## src/rtl/tel_pkg.sv

```systemverilog
// Shared types, default widths and the round-robin helper for the tick event logger.
package tel_pkg;

  localparam int unsigned DEF_NUM_CH = 4;
  localparam int unsigned DEF_CNT_W  = 32;
  localparam int unsigned DEF_TS_W   = 16;

  localparam int unsigned CH_W  = $clog2(DEF_NUM_CH);
  localparam int unsigned TAP_W = $clog2(DEF_CNT_W);

  // Event record in the default configuration.
  typedef struct packed {
    logic [CH_W-1:0]      ch;
    logic [DEF_TS_W-1:0]  ts;
    logic [DEF_CNT_W-1:0] cnt;
  } evt_t;

  // Grant pointer after a push: the channel following the winner, wrapping at n.
  function automatic int unsigned rr_next(input int unsigned winner, input int unsigned n);
    return (winner + 1 >= n) ? 0 : winner + 1;
  endfunction

endpackage

```

## src/rtl/tel_sync_fifo.sv

```systemverilog
// Registered show-ahead FIFO: the head entry is presented while not empty.
module tel_sync_fifo #(
  parameter int unsigned WIDTH = 8,
  parameter int unsigned DEPTH = 8
) (
  input  logic             clk_i,
  input  logic             rst_ni,
  input  logic             push_i,
  input  logic [WIDTH-1:0] wdata_i,
  input  logic             pop_i,
  output logic [WIDTH-1:0] rdata_o,
  output logic             full_o,
  output logic             empty_o
);

  localparam int unsigned PtrW = (DEPTH > 1) ? $clog2(DEPTH) : 1;

  logic [WIDTH-1:0] mem_q [DEPTH];
  logic [PtrW-1:0]  wr_ptr_q, wr_ptr_d, rd_ptr_q, rd_ptr_d;
  logic [PtrW:0]    count_q, count_d;
  logic             full_q, full_d, empty_q, empty_d;
  logic             do_push, do_pop;

  // Accept a push when there is room or the head leaves in the same cycle.
  always_comb begin
    do_pop   = pop_i && !empty_q;
    do_push  = push_i && (!full_q || do_pop);
    wr_ptr_d = do_push ? wr_ptr_q + 1'b1 : wr_ptr_q;
    rd_ptr_d = do_pop ? rd_ptr_q + 1'b1 : rd_ptr_q;
    count_d  = count_q;
    if (do_push && !do_pop) begin
      count_d = count_q + 1'b1;
    end else if (!do_push && do_pop) begin
      count_d = count_q - 1'b1;
    end
    full_d  = (count_d == (PtrW + 1)'(DEPTH));
    empty_d = (count_d == '0);
  end

  // Pointer, occupancy and flag registers.
  always_ff @(posedge clk_i) begin
    if (!rst_ni) begin
      wr_ptr_q <= '0;
      rd_ptr_q <= '0;
      count_q  <= '0;
      full_q   <= 1'b0;
      empty_q  <= 1'b1;
    end else begin
      wr_ptr_q <= wr_ptr_d;
      rd_ptr_q <= rd_ptr_d;
      count_q  <= count_d;
      full_q   <= full_d;
      empty_q  <= empty_d;
    end
  end

  // Storage array; contents are don't-care until written.
  always_ff @(posedge clk_i) begin
    if (do_push) begin
      mem_q[wr_ptr_q] <= wdata_i;
    end
  end

  // Head is forced to zero when empty so stale entries never leak out.
  always_comb begin
    rdata_o = empty_q ? '0 : mem_q[rd_ptr_q];
    full_o  = full_q;
    empty_o = empty_q;
  end

endmodule

```

## src/rtl/tick_event_logger.sv

```systemverilog
// Counter bank with tap-bit rise detection, per-channel pending records,
// round-robin arbitration into an event FIFO and saturating drop accounting.
module tick_event_logger
  import tel_pkg::*;
#(
  parameter int unsigned NUM_CH     = DEF_NUM_CH,
  parameter int unsigned CNT_W      = DEF_CNT_W,
  parameter int unsigned TS_W       = DEF_TS_W,
  parameter int unsigned FIFO_DEPTH = 8,
  parameter int unsigned DROP_W     = 16
) (
  input  logic                              clk,
  input  logic                              rst_n,
  input  logic [NUM_CH-1:0]                 en,
  input  logic [NUM_CH-1:0]                 clr,
  input  logic [NUM_CH*$clog2(CNT_W)-1:0]   tap_sel,
  output logic [NUM_CH*CNT_W-1:0]           cnt,
  output logic                              evt_valid,
  input  logic                              evt_ready,
  output logic [$clog2(NUM_CH)-1:0]         evt_ch,
  output logic [TS_W-1:0]                   evt_ts,
  output logic [CNT_W-1:0]                  evt_cnt,
  output logic                              fifo_full,
  output logic [DROP_W-1:0]                 drop_cnt
);

  localparam int unsigned ChW  = $clog2(NUM_CH);
  localparam int unsigned TapW = $clog2(CNT_W);

  typedef struct packed {
    logic [ChW-1:0]   ch;
    logic [TS_W-1:0]  ts;
    logic [CNT_W-1:0] cnt;
  } rec_t;

  localparam int unsigned RecW = $bits(rec_t);

  logic [TS_W-1:0]   ts_q, ts_d;
  logic [CNT_W-1:0]  cnt_q [NUM_CH];
  logic [CNT_W-1:0]  cnt_d [NUM_CH];
  logic [NUM_CH-1:0] rise;
  logic [NUM_CH-1:0] pend_q, pend_d;
  rec_t              rec_q [NUM_CH];
  rec_t              rec_d [NUM_CH];
  logic [ChW-1:0]    ptr_q, ptr_d;
  logic [DROP_W-1:0] drop_q, drop_d;
  logic [DROP_W:0]   drop_sum;
  int unsigned       n_drop;

  logic              grant_vld;
  logic [ChW-1:0]    grant_ch;
  logic [ChW-1:0]    idx_c;
  int unsigned       idx;
  logic              push, pop;
  logic              fifo_empty, fifo_full_w;
  logic [RecW-1:0]   fifo_rdata;
  rec_t              head_rec;

  // Counter next values (clear beats enable) and tap-bit rise detection.
  always_comb begin
    rise = '0;
    for (int unsigned i = 0; i < NUM_CH; i++) begin
      if (clr[i]) begin
        cnt_d[i] = '0;
      end else if (en[i]) begin
        cnt_d[i] = cnt_q[i] + 1'b1;
      end else begin
        cnt_d[i] = cnt_q[i];
      end
      rise[i] = !cnt_q[i][tap_sel[i*TapW +: TapW]] && cnt_d[i][tap_sel[i*TapW +: TapW]];
    end
    ts_d = ts_q + 1'b1;
  end

  // Round-robin search over pending channels starting at the grant pointer.
  always_comb begin
    grant_vld = 1'b0;
    grant_ch  = '0;
    idx       = 0;
    idx_c     = '0;
    for (int unsigned k = 0; k < NUM_CH; k++) begin
      idx = 32'(ptr_q) + k;
      if (idx >= NUM_CH) begin
        idx = idx - NUM_CH;
      end
      idx_c = ChW'(idx);
      if (!grant_vld && pend_q[idx_c]) begin
        grant_vld = 1'b1;
        grant_ch  = idx_c;
      end
    end
    pop   = !fifo_empty && evt_ready;
    push  = grant_vld && (!fifo_full_w || pop);
    ptr_d = push ? ChW'(rr_next(32'(grant_ch), NUM_CH)) : ptr_q;
  end

  // Pending-record update; a rise on a granted channel re-latches without a drop.
  always_comb begin
    pend_d = pend_q;
    rec_d  = rec_q;
    n_drop = 0;
    for (int unsigned i = 0; i < NUM_CH; i++) begin
      if (rise[i]) begin
        pend_d[i]     = 1'b1;
        rec_d[i].ch   = ChW'(i);
        rec_d[i].ts   = ts_q;
        rec_d[i].cnt  = cnt_d[i];
        if (pend_q[i] && !(push && grant_ch == ChW'(i))) begin
          n_drop++;
        end
      end else if (push && grant_ch == ChW'(i)) begin
        pend_d[i] = 1'b0;
      end
    end
    drop_sum = {1'b0, drop_q} + (DROP_W + 1)'(n_drop);
    drop_d   = drop_sum[DROP_W] ? '1 : drop_sum[DROP_W-1:0];
  end

  // State registers for counters, timestamp, pending records, pointer and drops.
  always_ff @(posedge clk) begin
    if (!rst_n) begin
      ts_q   <= '0;
      pend_q <= '0;
      ptr_q  <= '0;
      drop_q <= '0;
      for (int unsigned i = 0; i < NUM_CH; i++) begin
        cnt_q[i] <= '0;
        rec_q[i] <= '0;
      end
    end else begin
      ts_q   <= ts_d;
      pend_q <= pend_d;
      ptr_q  <= ptr_d;
      drop_q <= drop_d;
      for (int unsigned i = 0; i < NUM_CH; i++) begin
        cnt_q[i] <= cnt_d[i];
        rec_q[i] <= rec_d[i];
      end
    end
  end

  tel_sync_fifo #(
    .WIDTH (RecW),
    .DEPTH (FIFO_DEPTH)
  ) u_fifo (
    .clk_i   (clk),
    .rst_ni  (rst_n),
    .push_i  (push),
    .wdata_i (rec_q[grant_ch]),
    .pop_i   (pop),
    .rdata_o (fifo_rdata),
    .full_o  (fifo_full_w),
    .empty_o (fifo_empty)
  );

  // Output mapping.
  always_comb begin
    cnt = '0;
    for (int unsigned i = 0; i < NUM_CH; i++) begin
      cnt[i*CNT_W +: CNT_W] = cnt_q[i];
    end
    head_rec  = rec_t'(fifo_rdata);
    evt_valid = !fifo_empty;
    evt_ch    = head_rec.ch;
    evt_ts    = head_rec.ts;
    evt_cnt   = head_rec.cnt;
    fifo_full = fifo_full_w;
    drop_cnt  = drop_q;
  end

endmodule

```

## config.mk

```make
export PLATFORM = sky130hd
export DESIGN_NAME = tick_event_logger
export DESIGN_NICKNAME = d
export VERILOG_FILES = /design/src/rtl/tel_pkg.sv /design/src/rtl/tel_sync_fifo.sv /design/src/rtl/tick_event_logger.sv
export SDC_FILE = /design/constraint.sdc
export NUM_CORES = 1
export LEC_CHECK = 0
export ABC_CLOCK_PERIOD_IN_PS = 6200
export BUFFER_PORTS_ARGS = -buffer_cell sky130_fd_sc_hd__buf_4
export CAP_MARGIN = 20
export CELL_PAD_IN_SITES_DETAIL_PLACEMENT = 1
export CELL_PAD_IN_SITES_GLOBAL_PLACEMENT = 2
export CORE_UTILIZATION = 37
export CTS_CLUSTER_DIAMETER = 150
export DETAILED_ROUTE_END_ITERATION = 12
export HOLD_SLACK_MARGIN = 0.03
export MAX_ROUTING_LAYER = met4
export PLACE_DENSITY = 0.73
export RECOVER_POWER = 25
export SYNTH_ARGS = -nofsm -noshare
export SYNTH_HDL_FRONTEND = slang
export SYNTH_SLANG_ARGS = --single-unit
export TNS_END_PERCENT = 100
```

## constraint.sdc

```tcl
create_clock -name clk -period 6.2 [get_ports clk]
set_input_delay 0.62 -clock clk [delete_from_list [all_inputs] [get_ports clk]]
set_output_delay 0.62 -clock clk [all_outputs]
set_load 0.03 [all_outputs]
```

==> Yosys cells after proc, flatten, opt, wreduce, memory -nomap -nowiden <==
Memory sizes are Yosys's and may differ from the RTL's. A register that Yosys moved wholly into a read port is not among the register bits.
Cells that the tools add are included.
{ "classes": {"n_addsub": 21, "magnitude_cmp": 14, "n_eq_ne": 4, "n_mux": 78, "n_bitwise": 5, "reduce_logical": 44} }
{ "op_table": {"columns": ["operator", "n"], "rows": [
  ["32-bit 2-to-1 mux", 12],
  ["50-bit 2-to-1 mux", 3],
  ["32-bit by 1-bit adder with 32-bit output, second input constant", 4],
  ["17-bit 2-to-1 mux", 6],
  ["50-bit binary-select mux with 2-bit select", 1],
  ["1-bit binary-select mux with 5-bit select", 8],
  ["17-bit by 1-bit adder with 17-bit output, second input constant", 2],
  ["1-bit 2-to-1 mux", 30],
  ["5-bit by 6-bit less-than comparator with 1-bit output, second input constant", 4],
  ["1-bit logical AND", 21],
  ["2-bit 2-to-1 mux", 9],
  ["16-bit by 17-bit adder with 17-bit output", 1],
  ["16-bit by 1-bit adder with 16-bit output, second input constant", 1],
  ["16-bit 2-to-1 mux", 1],
  ["3-bit greater-or-equal comparator, second input constant", 5],
  ["1-bit zero test", 15],
  ["2-bit by 3-bit less-than comparator with 1-bit output, second input constant", 4],
  ["1-bit binary-select mux with 2-bit select", 4],
  ["4-bit 2-to-1 mux", 2],
  ["2-bit nonzero test", 4],
  ["2-bit by 1-bit subtractor with 2-bit output, second input constant", 4],
  ["2-bit by 1-bit adder with 3-bit output, second input constant", 2],
  ["2-bit by 2-bit adder with 3-bit output, second input constant", 2],
  ["3-bit by 1-bit adder with 3-bit output, second input constant", 2],
  ["13 further kinds", 19]
]} }
{ "word_totals": {"register_bits": 245, "ram_bits": 528, "inputBits": 31, "out_inout_bits": 196, "elab_cells": 191, "n_memories": 2} }
{ "mem_list": {"columns": ["memory", "words", "word_bits", "read_ports", "rd_ports_with_merged_regs", "wr", "line_no", "source"], "rows": [
  ["u_fifo.mem_q", 8, 50, 1, 1, 1, "tel_sync_fifo.sv:18", "logic [WIDTH-1:0] mem_q [DEPTH];"],
  ["cnt_q", 4, 32, 4, 0, 4, "tick_event_logger.sv:39", "logic [CNT_W-1:0] cnt_q [NUM_CH];"]
]} }

==> Logic depth before layout (Yosys ltp) <==
Gate-level depths: netlist of run 1.
{ "logic_depth": {"ltp_word": 31, "depth_mapped": 33} }

==> Cells and area by module <==
Synthesis of run 1 repeated with hierarchy kept, for this count alone.
{ "unflattened": {"hier_cells": 3100, "hier_area_um2": 35213.8} }
{ "by_module_without_submodules": {"columns": ["module", "n_inst", "cells_each", "area_each_um2", "seq_area_each_um2"], "rows": [
  ["tick_event_logger", 1, 2375, 19338.5, 7226.9],
  ["tel_sync_fifo", 1, 725, 15875.2, 12311.8]
]} }

==> Worst setup path before layout of run 1 <==
Ideal clock, no wire load.
{ "synth_timing": {"path_type": "input to register", "startpoint": "in en[0]", "endpoint": "reg drop_q[3], in the netlist drop_cnt[3]", "setup_time_ps": 70, "t_arrival_ps": 6744, "t_required_ps": 6130, "slack_ps": -614, "path_stages": 32, "n_path_buf": 5, "cell_sequence": "buf_2 -> nand3_1 -> or4_1 -> buf_2 -> or4_1 -> xor2_1 -> mux2i_1 -> and4_1 -> or3b_1 -> a32oi_4 -> buf_6 -> buf_4 -> nor2_1 -> ha_1 -> nand2_1 -> o31ai_4 -> ha_1 -> nand3_1 -> nand2_1 -> ha_1 -> nor2_1 -> a31o_2 -> fa_1 -> nor2b_1 -> o21ai_0 -> nand2b_1 -> and2_1 -> nand2b_1 -> nor3_1 -> nand4_1 -> clkbuf_1 -> a21oi_1"} }
{ "synth_between": {"elab_chain_cells": 17} }
{ "synth_rtl": {"columns": ["item", "line_no", "source"], "rows": [
  ["from (decl)", "tick_event_logger.sv:14", "input logic [NUM_CH-1:0] en,"],
  ["32-bit 2-to-1 mux (*)", "tick_event_logger.sv:65", "end else if (en[i]) begin"],
  ["32-bit 2-to-1 mux (*)", "tick_event_logger.sv:63", "if (clr[i]) begin"],
  ["1-bit binary-select mux with 5-bit select (*)", "tick_event_logger.sv:70", "rise[i] = !cnt_q[i][tap_sel[i*TapW +: TapW]] && cnt_d[i][tap_sel[i*TapW +: TapW]];"],
  ["1-bit 2-to-1 mux (implied by the code) (*)", "tick_event_logger.sv:70", null],
  ["1-bit logical AND (*)", "tick_event_logger.sv:70", null],
  ["1-bit 2-to-1 mux (*)", "tick_event_logger.sv:103", "if (rise[i]) begin"],
  ["1-bit by 1-bit adder with 2-bit output", "tick_event_logger.sv:109", "n_drop++;"],
  ["17-bit 2-to-1 mux", "tick_event_logger.sv:108", "if (pend_q[i] && !(push && grant_ch == ChW'(i))) begin"],
  ["17-bit 2-to-1 mux (*)", "tick_event_logger.sv:103", null],
  ["17-bit by 1-bit adder with 17-bit output", "tick_event_logger.sv:109", null],
  ["17-bit 2-to-1 mux", "tick_event_logger.sv:108", null],
  ["17-bit 2-to-1 mux (*)", "tick_event_logger.sv:103", null],
  ["17-bit by 1-bit adder with 17-bit output", "tick_event_logger.sv:109", null],
  ["17-bit 2-to-1 mux", "tick_event_logger.sv:108", null],
  ["17-bit 2-to-1 mux (*)", "tick_event_logger.sv:103", null],
  ["16-bit by 17-bit adder with 17-bit output (*)", "tick_event_logger.sv:115", "drop_sum = {1'b0, drop_q} + (DROP_W + 1)'(n_drop);"],
  ["16-bit 2-to-1 mux (*)", "tick_event_logger.sv:116", "drop_d = drop_sum[DROP_W] ? '1 : drop_sum[DROP_W-1:0];"],
  ["to (signal assigned)", "tick_event_logger.sv:134", "drop_q <= drop_d;"],
  ["to (decl)", "tick_event_logger.sv:46", "logic [DROP_W-1:0] drop_q, drop_d;"]
]} }
Mark *: on every way between the ends. The rest lies on a longest branch, timed or not. The select of a mux whose other input is x is not followed.
A chain may end at the register's enable or synchronous reset.

==> results.cfg, run 1 <==
[outcome]
outcome = finished with violations
violations = capacitance limit, slew limit

[worst_setup_path]
cp_slowest_stage_delay_ps = 580
ff2ff_setup_slack_ps = 310
setup.worst_path.class = reg2reg
critical_path.startpoint_type = flip-flop
rr_startpoint = cnt_q[0][0]
critical_path.slowest_cell = sky130_fd_sc_hd__or4_4
cp_max_fo = 6
path_buf_inv = 2
arrival_time_of_the_worst_setup_path_ps = 6440
timing.rr.end = drop_cnt[3]
timing.critical_path.max_delay_family = simple AND/OR/NAND/NOR gates
cp.required_ps = 6750
r2r.worst_path.cells = 29
worst_setup_path_end_kind = flip-flop
critical-path-top-cell-by-count = sky130_fd_sc_hd__ha_1

[clock_tree]
clockBufferDepth = 3
number_of_hold_repair_buffers_added_at_the_cts_stage = 0
htree_num_levels = 3
cts_buf_count = 86
clock_latency_ps = 670
clkSinkCount = 776
tritoncts_clock_tree = built
cts.clk_slew.worst_paths_ps = 60
clock_tree.root_cell = sky130_fd_sc_hd__clkbuf_16

[drt]
detail_route.wl_per_cell_um = 24.0
drt.antenna.violating_nets = 0
drt_pre_antenna_iters = 5
detailroute.via_count = 25500
aggregate_routed_wire_length_mm = 111
vias_per_cell = 5.50
drc = 0
detail_route.iter0.violations = 1408

[logic_synthesis]
synth_seq_area_share = 0.557
yosysWarningCount = 0
yosys.cell_types.count = 78
synth-edff-count = 400
synth.net_count = 3154
synthesis.instances = 3102
syn_area_per_cell_sq_um = 11.3
syn-cell-area_sq_mm = 0.0351
async_flop_share = 0
synth.ff_latch_count = 776
synth_ff_type = sky130_fd_sc_hd__edfxtp_1

[sta]
finalHoldViolations = 0
timing.final.setup_violations = 0
setup_repair_after_global_routing_missed_its_margin = no
timing.final.max_slew_violations = 441
fmaxAchievable_mhz = 170
headroom_to_the_max_slew_limit = -2.42
fin_ws_ps = 306
tightest_slew_ps = 5130
fin_crit_period_ps = 5890
skew_ps = 44.7
finalCritPeriodShare = 0.951

[place]
place.gp.congestion = 0.927
place_hpwl_mm = 75.0
buffer_ports.inserted = 226
place_worst_setup_slack_ps = -109
placedCellCount = 4472

[floorplan]
die-area_sq_mm = 0.0961
start_util = 0.375
fp.dieH_um = 310
fp.dieW_um = 310
io_pins = 227
placementRows = 112
placeableCoreArea_sq_mm = 0.0936

[layout]
final-instance-count-excl-fill = 4646
share_of_final_layout_standard_cells_stronger_than_drive_strength_1 = 0.151
final_cell_mix = sky130_fd_sc_hd__nor2_1 (472), sky130_fd_sc_hd__edfxtp_1 (400), sky130_fd_sc_hd__dfxtp_1 (369), sky130_fd_sc_hd__nand2_1 (333), sky130_fd_sc_hd__mux2i_1 (208)
layout-area-overhead-vs-synth_pct = 16.7
final_core_utilization = 0.438
layout_commonest_cell = sky130_fd_sc_hd__nor2_1
fin_nets = 3375

[grt]
grt_max_degree = 178
grt_pass1_wl_mm = 169
grt_overflow = 0
grt_pass1_vias = 26600
grt_util_all_layers = 0.238
grt_antenna_before_repair = 3

[hold_path]
type_of_the_tightest_min_delay_check = in2reg
timing.hold.worst_path_depth = 4
hp-start = evt_ready

[power_and_ir_drop]
worst_voltage_drop_across_the_vdd_grid_v = 0.000210
p_leak_nw = 13.5
powerDensity_mw_per_mm2 = 353

[run]
cap_violations = 7
## power by group
part | leakage [nW] | switching [mW] | total (mW) | internal [mW]
Clock | 1.47 | 2.20 | 5.37 | 3.17
Sequential | 6.75 | 0.178 | 6.26 | 6.09
Combinational | 5.32 | 1.86 | 2.83 | 0.971
Total | 13.5 | 4.24 | 14.5 | 10.2
## sequential cells by signal, indices dropped and copies added, names as in the netlist, named ones only
signal / count
u_fifo.mem_q: 400
rec_q: 195
cnt_q: 128
drop_cnt: 16
ts_q: 16
pend_q: 4
u_fifo.count_q: 4
u_fifo.rd_ptr_q: 3
u_fifo.wr_ptr_q: 3
ptr_q: 2
u_fifo.empty_o: 1
u_fifo.full_o: 1
## repair_timing
action	CTS	global route
gates resized for setup	1	12
pin swaps	0	4
cloned	0	1
endpoints found under the setup margin	1	16
setup buffers	0	2
## per-stage QoR
step	total power [mW]	TNS, ps	hold WS, ps	cell area (sq um)
floorplan	8.12	-3140	432	35200
global placement	9.09	-19.7	444	38400
detailed placement	9.21	-988	447	38400
CTS	14.6	0	284	41400
global route	15.0	0	338	41000
finish	14.5	0	318	41000
## logic make-up (layout without fill, tap and decap cells)
group / Yosys count / count (layout) / synth area share
AOI/OAI and AO/OA: 288 / 288 / 0.0537
xor gates and xnor gates: 139 / 139 / 0.0349
adders and majority gates: 21 / 21 / 0.00770
buffers and inverters: 255 / 544 / 0.0301
DFF: 776 / 776 / 0.557
muxes: 348 / 348 / 0.148
other: 0 / 1 / 0
and+or+nand+nor: 1275 / 1275 / 0.169
## worst reg2reg max path: cells and delay by family, from the launching register on
kind / cells / cell delay (ps)
buf+inv: 2 / 360
flops: 1 / 340
simple gates: 16 / 2850
xor+xnor: 1 / 150
fa+ha+maj: 4 / 1230
compound gates: 5 / 770
mux: 1 / 100
## layout make-up
class | instances | area [sq um]
fill | 10200 | 52700
sequential | 776 | 19600
multi-input combinational | 2071 | 14700
clock buffer | 113 | 2430
timing repair buffer | 347 | 1990
tap | 1254 | 1570
clock inverter | 43 | 589
inverter | 41 | 161
antenna | 1 | 2.50
## layer usage
layer	global-route usage	part of all wire	wire [um]
met5	-	0	0
met4	0.0554	0.021	2380
met3	0.0262	0.038	4260
met2	0.387	0.48	53700
met1	0.320	0.46	51000
## worst max-delay path by stage
stage                            from      endpoint  slack, ps  cells after the start
after detailed placement        en[0]   drop_cnt[0]       -110                     29
final                     cnt_q[0][0]   drop_cnt[3]        310                     29
after floorplan                 en[0]   drop_cnt[3]       -260                     32
after CTS                 cnt_q[0][3]   drop_cnt[0]         30                     28
after global routing      cnt_q[0][0]   drop_cnt[0]         10                     29
after global placement          en[0]  drop_cnt[11]        -20                     29
## synth_stat cells, types with 32 or more instances
library cell | number | area [sq um]
sky130_fd_sc_hd__xnor2_1 | 87 | 762
sky130_fd_sc_hd__nor2_1 | 474 | 1780
sky130_fd_sc_hd__mux4_2 | 136 | 3060
sky130_fd_sc_hd__and3_1 | 67 | 419
sky130_fd_sc_hd__nand4_1 | 52 | 325
sky130_fd_sc_hd__mux2i_1 | 208 | 2080
sky130_fd_sc_hd__nor3_1 | 69 | 345
sky130_fd_sc_hd__dfxtp_1 | 376 | 7530
sky130_fd_sc_hd__a31oi_1 | 54 | 338
sky130_fd_sc_hd__edfxtp_1 | 400 | 12000
sky130_fd_sc_hd__xor2_1 | 51 | 447
sky130_fd_sc_hd__nand3_1 | 67 | 335
sky130_fd_sc_hd__or3_1 | 61 | 382
sky130_fd_sc_hd__clkbuf_1 | 162 | 608
sky130_fd_sc_hd__o21ai_0 | 32 | 160
sky130_fd_sc_hd__inv_1 | 38 | 143
sky130_fd_sc_hd__nand2_1 | 335 | 1260
sky130_fd_sc_hd__a21oi_1 | 99 | 495
Note: power is estimated with default switching activity, not from simulation.
==> run 2, diff against run 1 <==
--- a/config.mk
+++ b/config.mk
@@ -10,6 +10,7 @@
 export CAP_MARGIN = 20
 export CELL_PAD_IN_SITES_DETAIL_PLACEMENT = 1
 export CELL_PAD_IN_SITES_GLOBAL_PLACEMENT = 2
+export CORE_ASPECT_RATIO = 0.7
 export CORE_UTILIZATION = 37
 export CTS_CLUSTER_DIAMETER = 150
 export DETAILED_ROUTE_END_ITERATION = 12
@@ -17,6 +18,7 @@
 export MAX_ROUTING_LAYER = met4
 export PLACE_DENSITY = 0.73
 export RECOVER_POWER = 25
+export REMOVE_ABC_BUFFERS = 1
 export SYNTH_ARGS = -nofsm -noshare
 export SYNTH_HDL_FRONTEND = slang
 export SYNTH_SLANG_ARGS = --single-unit
==> run 2 against run 1 <==
Effect of this change:
- the run still ends with capacitance limit, slew limit left
- hold slack gained 42 ps
- first-iteration DRC count grew 50%
- critical path type unchanged
- flip-flop and latch count unchanged
- combinational power is essentially flat
- via count increased by 1.6%
- core utilization fell by 0.23 points
==> results.cfg, run 2 (same netlist as run 1, synthesis figures left out) <==
[outcome]
outcome = finished with violations
violations = capacitance limit, slew limit

[sta]
timing.final.setup_violations = 0
skew_ps = 24.8
fmaxAchievable_mhz = 168
finalHoldViolations = 0
fin_crit_period_ps = 5960
timing.final.max_slew_violations = 355
fin_ws_ps = 241
finalCritPeriodShare = 0.961
headroom_to_the_max_slew_limit = -1.92
setup_tns_final_ps = 0
tightest_slew_ps = 4390

[clock_tree]
clockBufferDepth = 3
clock_latency_ps = 660
clock_tree.root_cell = sky130_fd_sc_hd__clkbuf_16
cts.clk_slew.worst_paths_ps = 60
number_of_hold_repair_buffers_added_at_the_cts_stage = 0
cts_buf_count = 82
htree_num_levels = 3
clkSinkCount = 776
tritoncts_clock_tree = built

[worst_setup_path]
worst_setup_path_end_kind = flip-flop
arrival_time_of_the_worst_setup_path_ps = 6460
r2r.worst_path.cells = 29
rr_startpoint = cnt_q[0][5]
cp_max_fo = 4
cp_slowest_stage_delay_ps = 560
cp.required_ps = 6700
critical-path-top-cell-by-count = sky130_fd_sc_hd__buf_4
critical_path.slowest_cell = sky130_fd_sc_hd__or4_4
timing.rr.end = drop_cnt[15]
critical_path.startpoint_type = flip-flop
ff2ff_setup_slack_ps = 240
setup.worst_path.class = reg2reg

[grt]
grt_util_all_layers = 0.248
grt_antenna_before_repair = 1
grt_max_degree = 97
grt_pass1_vias = 26500
grt_overflow = 0
grt_pass1_wl_mm = 175

[layout]
antenna_cells_inserted = 0
reg.largest.list = u_fifo.mem_q: 400 flops, rec_q: 195 flops, cnt_q: 128 flops
fin_nets = 3393
layout-area-overhead-vs-synth_pct = 16.5
share_of_final_layout_standard_cells_stronger_than_drive_strength_1 = 0.156
registers.top_by_ff_count = u_fifo.mem_q
flip_flop_count_of_the_largest_register_after_layout = 400
layout_commonest_cell = sky130_fd_sc_hd__nor2_1
final_cell_mix = sky130_fd_sc_hd__nor2_1 (470), sky130_fd_sc_hd__edfxtp_1 (400), sky130_fd_sc_hd__dfxtp_1 (367), sky130_fd_sc_hd__nand2_1 (333), sky130_fd_sc_hd__mux2i_1 (208)

[place]
buffer_ports.inserted = 226
place_worst_setup_slack_ps = -404
place_hpwl_mm = 80.2
place.gp.congestion = 0.899

[drt]
drt.antenna.violating_nets = 0
drt_pre_antenna_iters = 6
detail_route.iter0.violations = 2113
drc = 0
vias_per_cell = 5.57
detail_route.wl_per_cell_um = 25.1
detailroute.via_count = 26000
aggregate_routed_wire_length_mm = 117

[floorplan]
placeableCoreArea_sq_mm = 0.0940
start_util = 0.373
placementRows = 94
die-area_sq_mm = 0.0961
io_pins = 227
fp.dieW_um = 370
fp.dieH_um = 260

[hold_path]
type_of_the_tightest_min_delay_check = in2reg
timing.hold.worst_path_depth = 3
hp-start = en[1]
min_delay_worst_endpoint = cnt_q[1][0]

[power_and_ir_drop]
powerDensity_mw_per_mm2 = 344
p_leak_nw = 13.6
worst_voltage_drop_across_the_vdd_grid_v = 0.000209

[run]
cap_violations = 8
==> run 2: cell count changes in the layout (fill, tap and decap cells not counted), sizes merged, moves of 2 or more <==
cell and delta:
clkinv +2, bufinv -3, inv +2, clkinvlp -3, clkbuf -3, buf +24
==> run 2: metal layers <==
layer / share of wire / global-route usage
met3: 0.054 / 0.0364
met4: 0.015 / 0.0417
met5: 0 / -
met2: 0.44 / 0.362
met1: 0.49 / 0.367
==> run 2: worst max path at each step <==
stage / from / end / slack, ps
floorplan: cnt_q[1][0] / drop_cnt[0] / -3080
global placement: en[0] / drop_cnt[15] / -290
detailed placement: en[0] / drop_cnt[7] / -400
CTS: cnt_q[0][7] / drop_cnt[7] / 80
global route: cnt_q[0][2] / drop_cnt[14] / -90
finish: cnt_q[0][5] / drop_cnt[15] / 240
==> run 2: where the power goes <==
part | leakage (nW) | internal (mW) | switching, mW | total, mW
registers | 6.75 | 6.06 | 0.178 | 6.24
logic | 5.48 | 0.966 | 1.87 | 2.84
clock network | 1.33 | 2.85 | 2.15 | 5.00
==> run 2: cell type report <==
type,instances,area (sq um)
fill,10100,53100
clock buffer,112,2270
tap,1248,1560
clock inverter,41,438
inverter,41,161
multi-input combinational,2071,14700
timing repair buffer,369,2180
sequential,776,19600
==> run 2: per-stage QoR <==
| stage | utilization | instance area (sq um) | total power [mW] | std cells | hold WS, ps |
|---|---|---|---|---|---|
| floorplan | - | 34200 | 8.11 | 2888 | 432 |
| global placement | 0.410 | 38600 | 9.09 | 4492 | 445 |
| detailed placement | 0.410 | 38600 | 9.21 | 4493 | 447 |
| CTS | 0.440 | 41400 | 14.2 | 4649 | 320 |
| global route | 0.435 | 40900 | 14.6 | 4658 | 343 |
| finish | 0.435 | 40900 | 14.1 | 4658 | 360 |
==> run 2: worst max-delay path: cells and delay by family (launching register included) <==
family	cells	cell delay (ps)
compound gates	6	700
fa+ha+maj	3	840
simple gates	12	2500
mux	2	260
flops	1	380
buf+inv	4	660
xor+xnor	2	440
==> run 2: what timing repair did <==
item	4_1_cts	5_1_grt
cloned	1	0
setup endpoints to repair	15	16
resized for setup	14	28
buffers inserted	2	3
pin swaps	5	16
==> run 3, diff against run 2 <==
--- a/config.mk
+++ b/config.mk
@@ -5,7 +5,7 @@
 export SDC_FILE = /design/constraint.sdc
 export NUM_CORES = 1
 export LEC_CHECK = 0
-export ABC_CLOCK_PERIOD_IN_PS = 6200
+export ABC_CLOCK_PERIOD_IN_PS = 5400
 export BUFFER_PORTS_ARGS = -buffer_cell sky130_fd_sc_hd__buf_4
 export CAP_MARGIN = 20
 export CELL_PAD_IN_SITES_DETAIL_PLACEMENT = 1
==> constraint.sdc (replaced) <==
create_clock -name clk -period 5.4 [get_ports clk]
set_input_delay 0.54 -clock clk [delete_from_list [all_inputs] [get_ports clk]]
set_output_delay 0.54 -clock clk [all_outputs]
set_load 0.03 [all_outputs]
==> run 3 against run 2 <==
Effect of this change:
- the run ends with setup timing left
- count of clock-buffer cells in the layout fell by 10
- final area increased by 6.6%
- clock skew decreased by 2.9 ps
- non-clock buffer count rose by 233
- setup slack got worse by 760 ps
- power increased by 16%
- critical path type unchanged
==> results.cfg, run 3 (same netlist as run 1, synthesis figures left out) <==
[outcome]
outcome = finished with violations
violations = setup timing

[power_and_ir_drop]
p_leak_nw = 15.5
power_mw = 16.3
p_switching_mw = 4.78
power.share.clock = 0.358
pwr-share-comb = 0.204
powerDensity_mw_per_mm2 = 375
worst_voltage_drop_across_the_vdd_grid_v = 0.000194
power_report.internal_total_mw = 11.6
seq_power_share = 0.438
power_switching_share = 0.292

[clock_tree]
clock_latency_ps = 640
htree_num_levels = 3
cts.clk_slew.worst_paths_ps = 60
clockBufferDepth = 3
number_of_hold_repair_buffers_added_at_the_cts_stage = 0
tritoncts_clock_tree = built
clock_tree.root_cell = sky130_fd_sc_hd__clkbuf_16
clkSinkCount = 776
cts_buf_count = 81

[grt]
grt_util_all_layers = 0.256
grt_pass1_wl_mm = 180
grt_overflow = 0
grt_antenna_before_repair = 4
grt_max_degree = 133
grt_pass1_vias = 27700

[layout]
fin_nets = 3625
registers.top_by_ff_count = u_fifo.mem_q
share_of_final_layout_standard_cells_stronger_than_drive_strength_1 = 0.265
reg.largest.list = u_fifo.mem_q: 400 flops, rec_q: 195 flops, cnt_q: 128 flops
antenna_cells_inserted = 0
num-fill-cells = 10000
final_cell_mix = sky130_fd_sc_hd__buf_4 (587), sky130_fd_sc_hd__nor2_1 (466), sky130_fd_sc_hd__edfxtp_1 (400), sky130_fd_sc_hd__dfxtp_1 (363), sky130_fd_sc_hd__nand2_1 (333)
flip_flop_count_of_the_largest_register_after_layout = 400
layout-area-overhead-vs-synth_pct = 24.2
layout_commonest_cell = sky130_fd_sc_hd__buf_4
final-instance-count-excl-fill = 4886

[floorplan]
placementRows = 94
fp.dieH_um = 260
placeableCoreArea_sq_mm = 0.0940
start_util = 0.373
fp.dieW_um = 370
io_pins = 227
die-area_sq_mm = 0.0961

[drt]
detail_route.iter0.violations = 2030
vias_per_cell = 5.49
drt.antenna.violating_nets = 0
detailroute.via_count = 26800
drc = 0
aggregate_routed_wire_length_mm = 121
detail_route.wl_per_cell_um = 24.8
drt_pre_antenna_iters = 5

[hold_path]
type_of_the_tightest_min_delay_check = in2reg

[worst_setup_path]
critical_path.startpoint_type = flip-flop
cp_max_fo = 6
critical-path-top-cell-by-count = sky130_fd_sc_hd__ha_4
cp.required_ps = 5960
cp_slowest_stage_delay_ps = 560
arrival_time_of_the_worst_setup_path_ps = 6470
worst_setup_path_end_kind = flip-flop
critical_path.slowest_cell = sky130_fd_sc_hd__or4_4
setup.worst_path.class = reg2reg

[sta]
setup_repair_after_global_routing_missed_its_margin = yes
fin_crit_period_ps = 5910
fin_ws_ps = -514
finalHoldViolations = 0
fmaxAchievable_mhz = 169
tightest_slew_ps = 1210
timing.final.max_slew_violations = 0
finalCritPeriodShare = 1.10
headroom_to_the_max_slew_limit = 0.192
timing.final.setup_violations = 16
skew_ps = 21.9

[place]
place.gp.congestion = 0.928
place_hpwl_mm = 85.1
place_worst_setup_slack_ps = -1170
buffer_ports.inserted = 226
placedCellCount = 4722

[run]
cap_violations = 0
run 3: final cells by class:
class	count	area [sq um]	area share
clock inverters	46	538	0.0123
inverters	41	161	0.00370
well taps	1248	1560	0.0358
clock buffers	102	2220	0.0509
flip-flops and latches	776	19600	0.449
repair buffers	602	4650	0.107
multi-input cells	2071	14900	0.342
run 3: per-layer routing:
layer  part of all wire  global-route usage  up-vias
met5                  0                   -        -
li1                   -                   -    12200
met4              0.019              0.0528        0
met2               0.44               0.373      687
met1               0.49               0.372    13800
met3              0.059              0.0441      129
run 3: final timing paths:
path,start,slack (ps),end,cells past startpoint
worst min-delay path,clr[0],230,cnt_q[0][3],2
worst max register to register,cnt_q[0][6],-510,drop_cnt[9],30
worst min register to register,rec_q[169],460,rec_q[169],2
worst max-delay path,cnt_q[0][6],-510,drop_cnt[9],30
run 3: per-stage QoR:
step	util	TNS [ps]	hold slack (ps)	cell area, sq um
after floorplan	-	-550860	432	34200
after global placement	0.429	-15390	447	40300
after detailed placement	0.429	-17660	448	40400
after CTS	0.461	-7570	186	43400
after global routing	0.464	-11260	223	43600
final	0.464	-7410	230	43600
run 3: repair_timing:
| item | CTS | global route |
|---|---|---|
| setup buffers | 5 | 7 |
| setup endpoints to repair | 16 | 16 |
| gates resized for setup | 49 | 29 |
| cloned | 1 | 0 |
| pin swaps | 19 | 36 |
run 3: power by group through the flow:
stage	registers [mW]	logic [mW]	clock network, mW
finish	7.16	3.34	5.85
global route	7.20	3.57	6.18
CTS	7.16	3.37	5.97
detailed placement	7.29	3.35	0
global placement	7.25	3.23	0
floorplan	7.35	1.96	0
run 3: critical path, delay by kind of cell (launching register included):
kind | cells | cell delay, ps
DFF | 1 | 340
AOI/OAI and AO/OA | 7 | 970
buffers and inverters | 3 | 550
adders and majority gates | 4 | 1180
xor gates and xnor gates | 1 | 210
and+or+nand+nor | 15 | 2580
